`config.mk`:
```
export PLATFORM = sky130hd
export DESIGN_NAME = keypad_ctrl
export DESIGN_NICKNAME = d
export VERILOG_FILES = /design/src/rtl/synth_pkg.sv /design/src/rtl/note_prio_enc.sv /design/src/rtl/keypad_ctrl.sv
export SDC_FILE = /design/constraint.sdc
export NUM_CORES = 1
export LEC_CHECK = 0
export BUFFER_PORTS_ARGS = -buffer_cell sky130_fd_sc_hd__buf_2
export CAP_MARGIN = 5
export CORE_AREA = 2 2 84 86
export CTS_CLUSTER_DIAMETER = 80
export DETAILED_ROUTE_END_ITERATION = 10
export DIE_AREA = 0 0 86 88
export GPL_TIMING_DRIVEN = 0
export PLACE_DENSITY_LB_ADDON = 0.12
export SLEW_MARGIN = 25
export SYNTH_ARGS = -nofsm -noshare
export SYNTH_HDL_FRONTEND = slang
export SYNTH_SLANG_ARGS = --single-unit
```
`constraint.sdc`:
```
create_clock -name clk -period 4 [get_ports clk]
set_input_delay 0.4 -clock clk [delete_from_list [all_inputs] [get_ports clk]]
set_output_delay 0.4 -clock clk [all_outputs]
set_load 0.05 [all_outputs]
```
`src/rtl/synth_pkg.sv`:
```
// -----------------------------------------------------------------------------
// synth_pkg
// Shared definitions for the synthesizer control front end and its consumers
// (oscillator divider lookup, waveshaper).
//   - keypad layout: 13 chromatic note keys, mode key, soundgen key
//   - note code type: 0 = silence, 1..13 = key index + 1
//   - waveform mode enum and its cyclic successor
//   - autoplay sequencer state enum and the fixed 16-step tune
// -----------------------------------------------------------------------------
package synth_pkg;

  localparam int NUM_NOTE_KEYS = 13;
  localparam int KEYPAD_W      = 15;
  localparam int MODE_KEY      = 13;
  localparam int SOUNDGEN_KEY  = 14;
  localparam int NOTE_W        = 4;
  localparam int TUNE_LEN      = 16;
  localparam int STEP_W        = 4;

  typedef logic [NOTE_W-1:0] note_t;
  typedef logic [STEP_W-1:0] step_t;

  localparam note_t NOTE_SILENT = '0;

  typedef enum logic [1:0] {
    MODE_SAW     = 2'd0,
    MODE_TRI     = 2'd1,
    MODE_PULSE25 = 2'd2,
    MODE_SQUARE  = 2'd3
  } mode_e;

  typedef enum logic [1:0] {
    ST_IDLE = 2'd0,
    ST_TONE = 2'd1,
    ST_GAP  = 2'd2
  } seq_state_e;

  // Successor in the mode cycle; SQUARE wraps back to SAW.
  function automatic mode_e next_mode(input mode_e m);
    logic [1:0] v;
    v = m;
    v = v + 2'd1;
    return mode_e'(v);
  endfunction

  // Fixed autoplay tune: C major scale up to high C and back down.
  function automatic note_t tune_note(input step_t step);
    note_t n;
    case (step)
      4'd0:    n = 4'd1;
      4'd1:    n = 4'd3;
      4'd2:    n = 4'd5;
      4'd3:    n = 4'd6;
      4'd4:    n = 4'd8;
      4'd5:    n = 4'd10;
      4'd6:    n = 4'd12;
      4'd7:    n = 4'd13;
      4'd8:    n = 4'd13;
      4'd9:    n = 4'd12;
      4'd10:   n = 4'd10;
      4'd11:   n = 4'd8;
      4'd12:   n = 4'd6;
      4'd13:   n = 4'd5;
      4'd14:   n = 4'd3;
      default: n = 4'd1;
    endcase
    return n;
  endfunction

endpackage

```
`src/rtl/note_prio_enc.sv`:
```
// -----------------------------------------------------------------------------
// note_prio_enc
// Combinational lowest-index priority encoder for the note keys. Produces a
// note code with a +1 offset so that 0 can mean "no key pressed".
// Also used by the oscillator divider lookup.
// Ports:
//   keys  in  NUM_NOTE_KEYS  note key levels, bit 0 = low C
//   note  out NOTE_W         0 = none, else 1 + index of lowest set bit
// -----------------------------------------------------------------------------
module note_prio_enc
  import synth_pkg::*;
(
  input  logic [NUM_NOTE_KEYS-1:0] keys,
  output note_t                    note
);

  // Scan from the top down so the lowest set index is the last to win.
  always_comb begin
    note = NOTE_SILENT;
    for (int i = NUM_NOTE_KEYS - 1; i >= 0; i--) begin
      if (keys[i]) begin
        note = NOTE_W'(i + 1);
      end
    end
  end

endmodule

```
`src/rtl/keypad_ctrl.sv`:
```
// -----------------------------------------------------------------------------
// keypad_ctrl
// Control front end for the synthesizer core. Samples the keypad, resolves one
// live note, cycles the waveform mode on the mode key and runs a fixed-tune
// autoplay sequencer started/aborted by the soundgen key. All outputs are
// registered and feed the oscillator and waveshaper.
// Parameters:
//   STEP_CYCLES  clock cycles per sequencer step (tone + gap), > GAP_CYCLES
//   GAP_CYCLES   silent cycles at the end of each step, >= 1
// Ports:
//   clk           in  1   system clock
//   n_rst         in  1   asynchronous active-low reset
//   en            in  1   global enable; low silences and aborts playback
//   keypad_i      in  15  [12:0] note keys, [13] mode key, [14] soundgen key
//   note_o        out 4   0 = silence, 1..13 = note code
//   mode_o        out 2   0 SAW, 1 TRI, 2 PULSE25, 3 SQUARE
//   osc_rst_o     out 1   one-cycle pulse with every change of note_o
//   seq_active_o  out 1   high while the sequencer is not idle
// -----------------------------------------------------------------------------
module keypad_ctrl
  import synth_pkg::*;
#(
  parameter int STEP_CYCLES = 750000,
  parameter int GAP_CYCLES  = 75000
) (
  input  logic                clk,
  input  logic                n_rst,
  input  logic                en,
  input  logic [KEYPAD_W-1:0] keypad_i,
  output logic [NOTE_W-1:0]   note_o,
  output logic [1:0]          mode_o,
  output logic                osc_rst_o,
  output logic                seq_active_o
);

  localparam int CNT_W = $clog2(STEP_CYCLES);

  // Terminal counts: cnt restarts at 0 on entry to TONE and to GAP.
  localparam logic [CNT_W-1:0] TONE_LAST = CNT_W'(STEP_CYCLES - GAP_CYCLES - 1);
  localparam logic [CNT_W-1:0] GAP_LAST  = CNT_W'(GAP_CYCLES - 1);
  localparam step_t            LAST_STEP = step_t'(TUNE_LEN - 1);

  logic [KEYPAD_W-1:0] kp_q;
  seq_state_e          state_q, state_d;
  step_t               step_q, step_d;
  logic [CNT_W-1:0]    cnt_q, cnt_d;
  note_t               note_q, note_d;
  mode_e               mode_q, mode_d;
  logic                osc_rst_q, osc_rst_d;

  logic [KEYPAD_W-1:0] rise;
  logic                rise_mode;
  logic                rise_sg;
  note_t               live_note;

  // Edge detect against last cycle's sample: a held key is one event.
  assign rise      = keypad_i & ~kp_q;
  assign rise_mode = rise[MODE_KEY];
  assign rise_sg   = rise[SOUNDGEN_KEY];

  note_prio_enc u_prio (
    .keys (keypad_i[NUM_NOTE_KEYS-1:0]),
    .note (live_note)
  );

  // Mode register is independent of the sequencer, so a simultaneous
  // mode/soundgen press is honoured by both.
  always_comb begin
    mode_d = mode_q;
    if (en && rise_mode) begin
      mode_d = next_mode(mode_q);
    end
  end

  always_comb begin
    state_d = state_q;
    step_d  = step_q;
    cnt_d   = cnt_q;
    note_d  = note_q;

    if (!en) begin
      state_d = ST_IDLE;
      note_d  = NOTE_SILENT;
    end else begin
      case (state_q)
        ST_IDLE: begin
          if (rise_sg) begin
            state_d = ST_TONE;
            step_d  = '0;
            cnt_d   = '0;
            note_d  = tune_note('0);
          end else begin
            note_d  = live_note;
          end
        end

        ST_TONE: begin
          if (rise_sg) begin
            // Abort: fall straight back to live playing.
            state_d = ST_IDLE;
            note_d  = live_note;
          end else if (cnt_q == TONE_LAST) begin
            state_d = ST_GAP;
            cnt_d   = '0;
            note_d  = NOTE_SILENT;
          end else begin
            cnt_d   = cnt_q + CNT_W'(1);
          end
        end

        ST_GAP: begin
          if (rise_sg) begin
            state_d = ST_IDLE;
            note_d  = live_note;
          end else if (cnt_q == GAP_LAST) begin
            if (step_q == LAST_STEP) begin
              state_d = ST_IDLE;
              note_d  = live_note;
            end else begin
              state_d = ST_TONE;
              step_d  = step_q + step_t'(1);
              cnt_d   = '0;
              note_d  = tune_note(step_q + step_t'(1));
            end
          end else begin
            cnt_d   = cnt_q + CNT_W'(1);
          end
        end

        default: begin
          state_d = ST_IDLE;
          note_d  = NOTE_SILENT;
        end
      endcase
    end

    // Pulse lines up with the cycle in which the new note appears.
    osc_rst_d = (note_d != note_q);
  end

  always_ff @(posedge clk or negedge n_rst) begin
    if (!n_rst) begin
      kp_q      <= '0;
      state_q   <= ST_IDLE;
      step_q    <= '0;
      cnt_q     <= '0;
      note_q    <= NOTE_SILENT;
      mode_q    <= MODE_SAW;
      osc_rst_q <= 1'b0;
    end else begin
      kp_q      <= keypad_i;
      state_q   <= state_d;
      step_q    <= step_d;
      cnt_q     <= cnt_d;
      note_q    <= note_d;
      mode_q    <= mode_d;
      osc_rst_q <= osc_rst_d;
    end
  end

  assign note_o       = note_q;
  assign mode_o       = mode_q;
  assign osc_rst_o    = osc_rst_q;
  assign seq_active_o = (state_q != ST_IDLE);

endmodule

```
* Word-level counts from Yosys, hierarchy flattened
Memory sizes are Yosys's and may differ from the RTL's.
Index checks and enable logic that the tools add are counted.
** Word-level totals
- Memories kept :: 1
- Bits in read-only memories :: 64
- Register bits after elaboration :: 48
- Word-level logic and storage cells :: 77
** Cells by class
- Eq/ne operators :: 15
- Reductions and logical operators :: 8
- $add $sub $neg :: 3
- Bitwise gates (word level) :: 2
- Muxes and demuxes :: 41
** Memories
- (name not given) :: depth 16, width 4, rd ports 1, clocked after Yosys merged registers in 0, write ports 0, RTL line synth_pkg.sv:49 : case (step)
** Operators with widths (count)
- 20-bit 2-to-1 mux :: 6
- 4-bit 2-to-1 mux :: 24
- 20-bit case mux with 3 select lines :: 1
- 20-bit by 1-bit adder with 20-bit output, second input constant :: 1
- 20-bit by 17-bit == test with 1-bit output, second input constant :: 1
- 20-bit == test, second input constant :: 1
- 15-bit AND :: 1
- 15-bit NOT :: 1
- 2-bit 2-to-1 mux :: 6
- 4-bit case mux with 3 select lines :: 1
- 6-bit AND reduction :: 2
- 2-bit inequality test, second input constant :: 5
- 4-bit inequality test, second input constant :: 2
- 4-bit case mux with 2 select lines :: 1
- 3-bit inequality test, second input constant :: 2
- 2-bit case mux with 3 select lines :: 1
- 4-bit by 1-bit adder with 4-bit output, second input constant :: 1
- 4-bit == test, second input constant :: 1
- 4-bit inequality test :: 1
- 2-bit nonzero test :: 2
- 3-bit AND reduction :: 1
- 3-bit nonzero test :: 1
- 2-bit by 1-bit adder with 2-bit output, second input constant :: 1
- 2-bit by 1-bit == test with 1-bit output, second input constant :: 1
- 4 further kinds :: 4

* Logic depth before layout (Yosys ltp)
Gate-level depths: netlist of run 1.
- Depth in word-level cells :: 19
- Gate-level depth with buffers :: 10
- Gate-level depth less buffers :: 9

* Cells and area by module
Synthesis of run 1 repeated with hierarchy kept, for this count alone.
** Unflattened totals
- Cells, all modules :: 309
- Area, all modules :: 2567.5 um^2
** By module, submodules not included
- keypad_ctrl :: instances 1, area each 2418.6 um^2, seq. area each 875.8 um^2, cells an instance 286
- note_prio_enc :: instances 1, area each 148.9 um^2, seq. area each 0.0 um^2, cells an instance 23

* Worst setup path after synthesis of run 1
Ideal clock, no wire load.
- Kind :: register to register
- Start :: reg cnt_q[3]
- End :: reg osc_rst_q (netlist: osc_rst_o)
- Data arrival time :: 2.519 ns
- Stages on the path, launching flop included :: 8
- Clock period less this slack :: 2.659 ns
- Data required time :: 3.860 ns
- Path slack :: 1.341 ns
- Path through :: dfrtp_1 > or4_4 > nor4b_2 > nand3_1 > o31ai_1 > mux2_2 > nor4_1 > o211ai_1
** Between the ends
- Cells in the longest elaborated chain, start to end :: 6
** Ends and longest elaborated chain
- start: declaration :: RTL line keypad_ctrl.sv:46 : logic [CNT_W-1:0] cnt_q, cnt_d;
- start signal: assignment :: RTL line keypad_ctrl.sv:154 : cnt_q <= cnt_d;
- 20-bit by 17-bit == test with 1-bit output / 20-bit == test (equally long branches) :: RTL line keypad_ctrl.sv:115, keypad_ctrl.sv:102
- 4-bit 2-to-1 mux, on equally long branches :: RTL line keypad_ctrl.sv:115, keypad_ctrl.sv:102
- 4-bit 2-to-1 mux, on equally long branches :: RTL line keypad_ctrl.sv:112, keypad_ctrl.sv:98
- 4-bit case mux with 3 select lines * :: RTL line keypad_ctrl.sv:85 : case (state_q)
- 4-bit 2-to-1 mux * :: RTL line keypad_ctrl.sv:81 : if (!en) begin
- 4-bit inequality test * :: RTL line keypad_ctrl.sv:138 : osc_rst_d = (note_d != note_q);
- named net osc_rst_d :: RTL line keypad_ctrl.sv:49 : logic osc_rst_q, osc_rst_d;
- end signal: assignment :: RTL line keypad_ctrl.sv:157 : osc_rst_q <= osc_rst_d;
- end: declaration :: RTL line keypad_ctrl.sv:49
Mark *: on every way through the listed nets, which the timed path passes. The rest lies on a longest branch.
A chain may end at the register's enable or synchronous reset.

* Final worst setup path of run 1
Ends and elaborated chain as after synthesis.

==> impl_metrics.toml, run 1 <==
[run_status]
status = "complete, no violations"

[power_and_ir_drop]
power.density_mw_per_mm2 = 485
p_leak_nw = 1.21
switchingPower_mw = 0.581
p_comb_frac = 0.418
seqPwrFrac = 0.308
intPower_mw = 0.844
peakVddDrop_mv = 0.217
swShare = 0.408
clkPwrFrac = 0.274

[logic_synthesis]
ys_types = 56
synthArstFlopShare = 1.00
synth_seq_cells = 35
syn_area_mm2 = 0.00257
netlist.top_cell.by_area = "dfrtp_1"
synth_edf_count = 0
synth_nets = 350
syn_area_per_cell_um2 = 7.99
ys_seq_area_frac = 0.340
synthTopCellsByArea = "dfrtp_1 (34%), o21ai_0 (8.4%), nand2_1 (5.0%), ha_1 (4.9%), nor2_1 (4.7%)"
yosysWarnings = 0
synth_ff_type = "dfrtp_1"
synth_top_area_frac = 0.340
syn_inst = 322

[global_route]
antenna_found_initial = 0
grt_pass1_wl_um = 11300
grt_usage = 0.185
grt.overflow.total = 0
first_global_vias = 2354
grt_max_degree = 36

[sta]
tightest_slew_ps = 834
slew_viol_final = 0
maxSlewHeadroom = 0.444
fin_crit_sh = 0.768
rsz0062_at_grt = "false"
fin_skew_ps = 4.59
max_clock_freq_mhz = 326
setup_ws_ps = 929
finalCriticalPeriod_ps = 3070
hold_viol_final = 0
setup_viol = 0
fin_setup_tns_ps = 0
whs_ps = 209

[floorplanning]
num_rows = 30
start_util = 0.387
die_x_um = 86
die_area_mm2 = 0.00757
die_y_um = 88
coreArea_mm2 = 0.00664
ioPinCount = 26

[setup_path]
required_ps = 4160
slowest_stage = "or4_4"
worstSetupPathType = "register to register"
r2r_cells = 7
r2r_end = "osc_rst_o"
critPathLaunchType = "register"
slowest_delay_ps = 570
cp-end-kind = "register"
r2r-start = "cnt_q[3]"
crit_path_cell_trace = "or4_4 > nor4b_2 > nand3_1 > o31ai_1 > mux2_2 > nor4_1 > o211ai_1"
path_max_fanout = 7
cp_data_arrival_time_ps = 3230
ff2ff_setup_slack_ps = 930

[route]
drt_iter0_drc = 132
finalWirelength_um = 6810
dr.pass1.iters = 5
drc = 0
wl_per_cell_um = 15.7
vias_per_cell = 5.79
antenna_left = 0
via_count = 2519

[job]
cap_violations = 0

[cts]
clk_pin_slew_ps = 80
cts_tree = "done"
insertion_delay_ps = 290
cts_root_buf = "clkbuf_8"
cts.sinks = 35
htree_levels = 2
post-cts-setup-buffers = 0
clockBufferDepth = 2
ctsResizeCount = 0
cts_hold_buf = 0
cts_buffers = 5

[placement]
io_buffers = 25
gp_congestion = 0.810
place_ws_ps = 939
dp_hpwl_um = 5070
place_area_mm2 = 0.00280

[layout]
fillers = 681
area_delta_synth_final_pct = 14.0
final_cell_area_mm2 = 0.00294
final_nets = 382
final_layout_size_suffix_gt1_frac = 0.127
antenna_cells = 0

[worst_hold_path]
holdCritPathClass = "input port to async pin"
sequential cells by signal, indices dropped and copies added (netlist names):
name,flops
step_q,4
osc_rst_o,1
cnt_q,20
mode_o,2
state_q,2
kp_q,2
note_o,4
area by class of cell:
type / instances / area (um2) / share of cell area
Timing Repair Buffer: 25 / 125 / 0.0426
Sequential cell: 35 / 876 / 0.298
Buffer: 14 / 56.3 / 0.0192
Multi-Input combinational cell: 260 / 1590 / 0.543
Inverter: 13 / 48.8 / 0.0166
Tap cell: 80 / 100 / 0.0341
Clock inverter: 3 / 67.6 / 0.0230
Clock buffer: 5 / 68.8 / 0.0234
per-layer routing:
layer,vias to the layer above,track usage,part of all wire
met1,1206,0.250,0.48
li1,1265,-,-
met5,-,0,0
met4,0,0.0592,0.013
met2,36,0.304,0.47
met3,12,0.0292,0.035
worst max-delay path, delay by kind of cell, from the launching register on:
kind | cells | cell delay [ps]
AND/OR/NAND/NOR | 4 | 1570
AO/OA/AOI/OAI | 2 | 540
flip-flops | 1 | 450
multiplexers | 1 | 380
cells by family after synthesis:
logic type                 after synthesis  synth area share
muxes                                    3            0.0141
DFF                                     35             0.340
and+or+nand+nor                        136             0.281
adders and majority gates               11            0.0525
buffers and inverters                   27            0.0408
AOI/OAI and AO/OA                      105             0.255
xor gates and xnor gates                 5            0.0170
how the worst max path moves through the flow:
| stage | slack (ps) | endpoint | cells after the start | start |
|---|---|---|---|---|
| 2_1_floorplan | 1340 | osc_rst_o | 7 | cnt_q[3] |
| 3_3_place_gp | 980 | osc_rst_o | 7 | cnt_q[3] |
| 3_5_place_dp | 940 | osc_rst_o | 7 | cnt_q[3] |
| 4_1_cts | 940 | osc_rst_o | 7 | cnt_q[3] |
| 5_1_grt | 770 | osc_rst_o | 8 | cnt_q[0] |
| 6_report | 930 | osc_rst_o | 7 | cnt_q[3] |
power by group through the flow:
stage,Sequential (mW),Combinational [mW],Clock (mW)
final,0.439,0.595,0.391
after global routing,0.445,0.657,0.410
after CTS,0.439,0.597,0.402
after detailed placement,0.446,0.596,0
after global placement,0.445,0.593,0
after floorplan,0.522,0.363,0
stage by stage:
stage	utilization	power [mW]	instances
after floorplan	-	0.885	322
after global placement	0.421	1.04	427
after detailed placement	0.421	1.04	427
after CTS	0.442	1.44	435
after global routing	0.442	1.51	435
final	0.442	1.42	435
cells in the final DEF, fill, tap and decap left out, types with 3 or more instances in the layout:
master / n
a21boi_0: 3
a21oi_1: 9
a31oi_1: 9
a41oi_1: 4
and3_1: 7
buf_2: 27
clkbuf_1: 10
clkbuf_8: 5
dfrtp_1: 35
ha_1: 10
inv_1: 13
nand2_1: 34
nand2b_1: 8
nand3_1: 10
nand4_1: 9
nor2_1: 32
nor2b_1: 4
nor3_1: 8
nor3b_1: 3
nor4_1: 4
o211ai_1: 6
o21ai_0: 43
o21ai_1: 6
o311ai_0: 3
o31ai_1: 4
or4_1: 3
xnor2_1: 4
synth_stat cells, types with 2 or more instances:
| cell type | n |
|---|---|
| nor3b_1 | 3 |
| o21ai_1 | 6 |
| a22oi_1 | 2 |
| nor2_1 | 32 |
| o221ai_1 | 2 |
| buf_2 | 2 |
| nand4b_1 | 2 |
| o31ai_1 | 4 |
| clkbuf_1 | 10 |
| ha_1 | 10 |
| or4bb_1 | 2 |
| a31oi_1 | 9 |
| o21ai_0 | 43 |
| and3_1 | 7 |
| a21oi_1 | 9 |
| nor4b_2 | 2 |
| inv_1 | 13 |
| nor3_1 | 8 |
| o311a_1 | 2 |
| nand2_1 | 34 |
| a22o_1 | 2 |
| nand4_1 | 9 |
| xnor2_1 | 4 |
| a21o_1 | 2 |
| nand3_1 | 10 |
| a41oi_1 | 4 |
| nand2b_1 | 8 |
| a21boi_0 | 3 |
| dfrtp_1 | 35 |
| o211ai_1 | 6 |
| or4_1 | 3 |
| nor2b_1 | 4 |
| o311ai_0 | 3 |
| a221oi_1 | 2 |
| nor4_1 | 4 |
(Power assumes the default switching activity.)
==> run 2: changes to the inputs <==
==> constraint.sdc (replaced) <==
create_clock -name clk -period 2.7 [get_ports clk]
set_input_delay 0.27 -clock clk [delete_from_list [all_inputs] [get_ports clk]]
set_output_delay 0.27 -clock clk [all_outputs]
set_load 0.05 [all_outputs]
==> impl_metrics.toml, run 2 (synthesis results as in run 1) <==
[job]
cap_violations = 0

[route]
dr.pass1.iters = 4
drt_iter0_drc = 149
wl_per_cell_um = 15.9
antenna_left = 0
drc = 0
finalWirelength_um = 7070
via_count = 2580
vias_per_cell = 5.81

[worst_hold_path]
holdCritPathClass = "input port to async pin"

[power_and_ir_drop]
power.density_mw_per_mm2 = 722
intPower_mw = 1.34
peakVddDrop_mv = 0.321
switchingPower_mw = 0.929
clkPwrFrac = 0.254
seqPwrFrac = 0.286
swShare = 0.409
p_comb_frac = 0.460
p_leak_nw = 1.30

[layout]
fin_cells = 444
largest_register = "cnt_q"
fillers = 661
antenna_cells = 0
final_cell_mix = "dfrtp_1 (34), nand2_1 (33), nor2_1 (28), o21ai_0 (28), buf_2 (25)"
final_layout_size_suffix_gt1_frac = 0.217
final_cell_area_mm2 = 0.00315
area_delta_synth_final_pct = 22.2
fin_util = 0.473
largest_reg_flops = 20
final_nets = 391
layout_commonest_cell = "dfrtp_1"

[cts]
cts_tree = "done"
cts.sinks = 35
insertion_delay_ps = 290
clk_pin_slew_ps = 80
cts_root_buf = "clkbuf_8"
clockBufferDepth = 2
htree_levels = 2
cts_buffers = 5

[placement]
place_ws_ps = -361
gp_congestion = 0.810
dp.cells = 427
io_buffers = 25
dp_hpwl_um = 5070
place_area_mm2 = 0.00280

[setup_path]
worstSetupPathType = "register to register"
cp_data_arrival_time_ps = 2840
required_ps = 2870
cp-end-kind = "register"
path_max_fanout = 5
critPathLaunchType = "register"

[sta]
tightest_slew_ps = 822
slew_viol_final = 0
finalCriticalPeriod_ps = 2670
setup_ws_ps = 26.0
max_clock_freq_mhz = 374
rsz0062_at_grt = "true"
setup_viol = 0
fin_crit_sh = 0.990
hold_viol_final = 0
maxSlewHeadroom = 0.452
fin_skew_ps = 4.65
fin_setup_tns_ps = 0

[global_route]
antenna_found_initial = 0
grt_pass1_wl_um = 11400
grt_max_degree = 36
grt.overflow.total = 0
first_global_vias = 2362
grt_usage = 0.188

[run_status]
status = "complete, no violations"

[floorplanning]
ioPinCount = 26
die_area_mm2 = 0.00757
num_rows = 30
coreArea_mm2 = 0.00664
die_x_um = 86
start_util = 0.387
die_y_um = 88
run 2: changes by cell type in the layout (fill, tap and decap cells not counted), moves of 2 or more:
| cell | change |
|---|---|
| o21ai_1 | +15 |
| nor2_1 | -4 |
| buf_2 | -2 |
| o21ai_0 | -15 |
| clkbuf_1 | -7 |
| buf_4 | +11 |
| nand3_1 | -2 |
| clkbuf_2 | +3 |
| nor2_4 | +3 |
| clkbuf_4 | +2 |
| nand3_2 | +2 |
| buf_6 | +2 |
run 2: cell type report:
type | instances | area (um2) | share of cell area
buffer | 13 | 80.1 | 0.0255
clock buffer | 5 | 68.8 | 0.0219
multi-input combinational | 260 | 1700 | 0.541
inverter | 13 | 48.8 | 0.0155
sequential | 35 | 877 | 0.279
tap | 80 | 100 | 0.0318
clock inverter | 3 | 67.6 | 0.0215
timing repair buffer | 35 | 200 | 0.0636
run 2: stage by stage:
step	hold slack (ps)	power (mW)
2_1_floorplan	-25.6	1.31
3_3_place_gp	408	1.54
3_5_place_dp	412	1.54
4_1_cts	107	2.17
5_1_grt	104	2.40
6_report	76.5	2.27
run 2: timing repair:
item	4_1_cts	5_1_grt
pin swaps	3	12
hold buffers	0	0
setup endpoints to repair	20	21
buffers inserted	3	5
resized for setup	19	43
gates cloned	0	2
run 2: routing by layer:
layer	vias up	share of wire	GRT usage
met1	1235	0.46	0.254
met4	0	0.014	0.0519
li1	1283	-	-
met5	-	0	0
met3	13	0.037	0.0311
met2	49	0.49	0.311
run 2: final timing paths:
check                              from  cells after the start  slack (ps)        end
setup / recovery              cnt_q[12]                      8          30   cnt_q[6]
hold / removal                    n_rst                      1          80   cnt_q[9]
setup reg to reg              cnt_q[12]                      8          30   cnt_q[6]
hold reg to reg               mode_o[1]                      1         470  mode_o[1]
max in group asynchronous         n_rst                      1        2060   cnt_q[3]
min in group clk           keypad_i[14]                      1         110   kp_q[14]
run 2: critical path, stage by stage (launching register included):
cell and delay (ps):
dfrtp_1 430, or4_4 570, or4b_4 530, o21a_4 250, o21ai_4 290, buf_4 210
nor2_1 50, o21ai_0 130, o21ai_0 100
run 2: power by group through the flow:
stage	registers, mW	logic, mW	clock network (mW)
floorplan	0.774	0.538	0
global placement	0.659	0.878	0
detailed placement	0.661	0.884	0
CTS	0.651	0.927	0.595
global route	0.658	1.14	0.607
finish	0.649	1.05	0.577
==> run 3: changes to the inputs <==
--- a/config.mk
+++ b/config.mk
@@ -5,6 +5,7 @@
 export SDC_FILE = /design/constraint.sdc
 export NUM_CORES = 1
 export LEC_CHECK = 0
+export ABC_AREA = 1
 export BUFFER_PORTS_ARGS = -buffer_cell sky130_fd_sc_hd__buf_2
 export CAP_MARGIN = 5
 export CORE_AREA = 2 2 84 86
==> impl_metrics.toml, run 3 <==
[placement]
gp_congestion = 0.917
io_buffers = 25
place_area_mm2 = 0.00283
dp_hpwl_um = 4810

[route]
drt_iter0_drc = 100
dr.pass1.iters = 4
met1_length_um = 2720
drc = 0
antenna_left = 0
top_layer = "met4"
vias_per_cell = 5.09
finalWirelength_um = 6120
wl_per_cell_um = 12.6
wl_met3_um = 281
via_count = 2474
wl_met2_um = 2990

[global_route]
first_global_vias = 2387
grt_max_degree = 36
antenna_found_initial = 0
grt_usage = 0.179
grt_pass1_wl_um = 10700
grt.overflow.total = 0

[cts]
post-cts-setup-buffers = 0
cts_root_buf = "clkbuf_8"
clockBufferDepth = 2
clk_pin_slew_ps = 70
cts_hold_buf = 0
cts_buffers = 5
htree_levels = 2
cts.sinks = 35
insertion_delay_ps = 280
cts_tree = "done"
ctsResizeCount = 0

[logic_synthesis]
syn_area_per_cell_um2 = 6.96
muxShareOfSynthArea = 0
yosysMostFrequentCell = "nand2_1"
ys_seq_area_frac = 0.336
synth_commonest_cells = "nand2_1 (90), inv_1 (63), nor2_1 (47)"
synth-xor-area-share = 0.0135
synth_top_area_frac = 0.336
yosysWarnings = 0
synth_ff_type = "dfrtp_1"
synth-simple-area-share = 0.366
synth_top_family_by_area = "simple AND/OR/NAND/NOR gates"
ys_types = 40
synth_nets = 402
synthAdderAreaFrac = 0.0481
netlist.top_cell.by_area = "dfrtp_1"
synth_seq_cells = 35
synth_compound_area_frac = 0.129
synth_edf_count = 0
syn_area_mm2 = 0.00260
synthTopCellsByArea = "dfrtp_1 (34%), nand2_1 (13%), inv_1 (9.1%), nor2_1 (6.8%), ha_1 (4.8%)"
synthArstFlopShare = 1.00
syn_inst = 374

[power_and_ir_drop]
peakVddDrop_mv = 0.213
power.density_mw_per_mm2 = 644
p_leak_nw = 1.43

[layout]
largest_reg_flops = 20
final_layout_size_suffix_gt1_frac = 0.135
layout_commonest_cell = "nand2_1"
final_cell_area_mm2 = 0.00292
antenna_cells = 0
largest_register = "cnt_q"
final_cell_mix = "nand2_1 (90), inv_1 (63), nor2_1 (47)"
area_delta_synth_final_pct = 12.0
final_nets = 434

[sta]
slew_viol_final = 0
tightest_slew_ps = 777
fin_skew_ps = 4.91
max_clock_freq_mhz = 438
setup_viol = 0
fin_crit_sh = 0.846
finalCriticalPeriod_ps = 2280
fin_setup_tns_ps = 0
hold_viol_final = 0
rsz0062_at_grt = "false"
maxSlewHeadroom = 0.482

[floorplanning]
die_x_um = 86
die_y_um = 88
start_util = 0.392
die_area_mm2 = 0.00757
coreArea_mm2 = 0.00664
ioPinCount = 26
num_rows = 30

[setup_path]
required_ps = 2910
critPathLaunchType = "register"
ff2ff_setup_slack_ps = 420
path_max_fanout = 9
cp_data_arrival_time_ps = 2490
r2r_end = "cnt_q[13]"
r2r_cells = 10
r2r-start = "state_q[0]"
cp-end-kind = "register"
worstSetupPathType = "register to register"

[job]
cap_violations = 0

[worst_hold_path]
holdCritPathClass = "input port to async pin"

[run_status]
status = "complete, no violations"
[run 3: cell count changes in the layout (fill, tap and decap cells not counted), moves of 12 or more]
cell | previous run | this run
o21ai_1 | 21 | 2
o21ai_0 | 28 | 16
nor2_1 | 28 | 47
nand2_1 | 33 | 90
inv_1 | 12 | 63
[run 3: critical path, cell delays in order (launching register included)]
cell	delay (ps)
dfrtp_1	380
inv_1	90
ha_1	300
o21ai_2	270
nor3b_4	260
nand2_4	140
nor3_4	200
nand3_2	150
nor3_2	210
a21oi_1	110
nor3_2	110
[run 3: worst max-delay path by stage]
stage                    start        end  slack (ps)  cells after the start
CTS                 state_q[0]  cnt_q[13]         440                     10
detailed placement  state_q[0]  cnt_q[13]         460                     10
floorplan           state_q[0]  cnt_q[13]         500                     11
global placement    state_q[0]  cnt_q[13]         460                     10
global route        state_q[0]  cnt_q[13]         220                     10
finish              state_q[0]  cnt_q[13]         420                     10
[run 3: kinds of logic (layout without fill, tap and decap cells)]
group / Yosys count / in the layout
flops: 35 / 35
xor+xnor: 4 / 4
buf+inv: 69 / 101
compound gates: 55 / 55
fa+ha+maj: 10 / 10
simple gates: 201 / 201
[run 3: per-layer routing]
metal	GRT usage	up-vias
li1	-	1284
met2	0.313	64
met3	0.0302	10
met5	0	-
met1	0.217	1116
met4	0.0794	0
[run 3: per-stage QoR]
stage	total power, mW	worst slack (ps)	utilization	instances	hold WS [ps]
after floorplan	1.30	500	-	374	-25.6
after global placement	1.51	465	0.426	479	392
after detailed placement	1.51	458	0.426	479	393
after CTS	1.90	437	0.439	486	83.3
after global routing	2.04	223	0.439	486	87.5
final	1.88	416	0.439	486	60.9
[run 3: power breakdown]
group	internal [mW]	switching (mW)
logic	0.237	0.609
clock network	0.200	0.180
registers	0.595	0.0563
total	1.03	0.845
[run 3: area by class of cell]
class | count | area, um2
flip-flops and latches | 35 | 876
plain buffers | 3 | 30.0
inverters | 66 | 250
fillers | 709 | 3730
well taps | 80 | 100
clock inverters | 1 | 5.00
clock buffers | 6 | 82.6
repair buffers | 25 | 125
multi-input cells | 270 | 1450
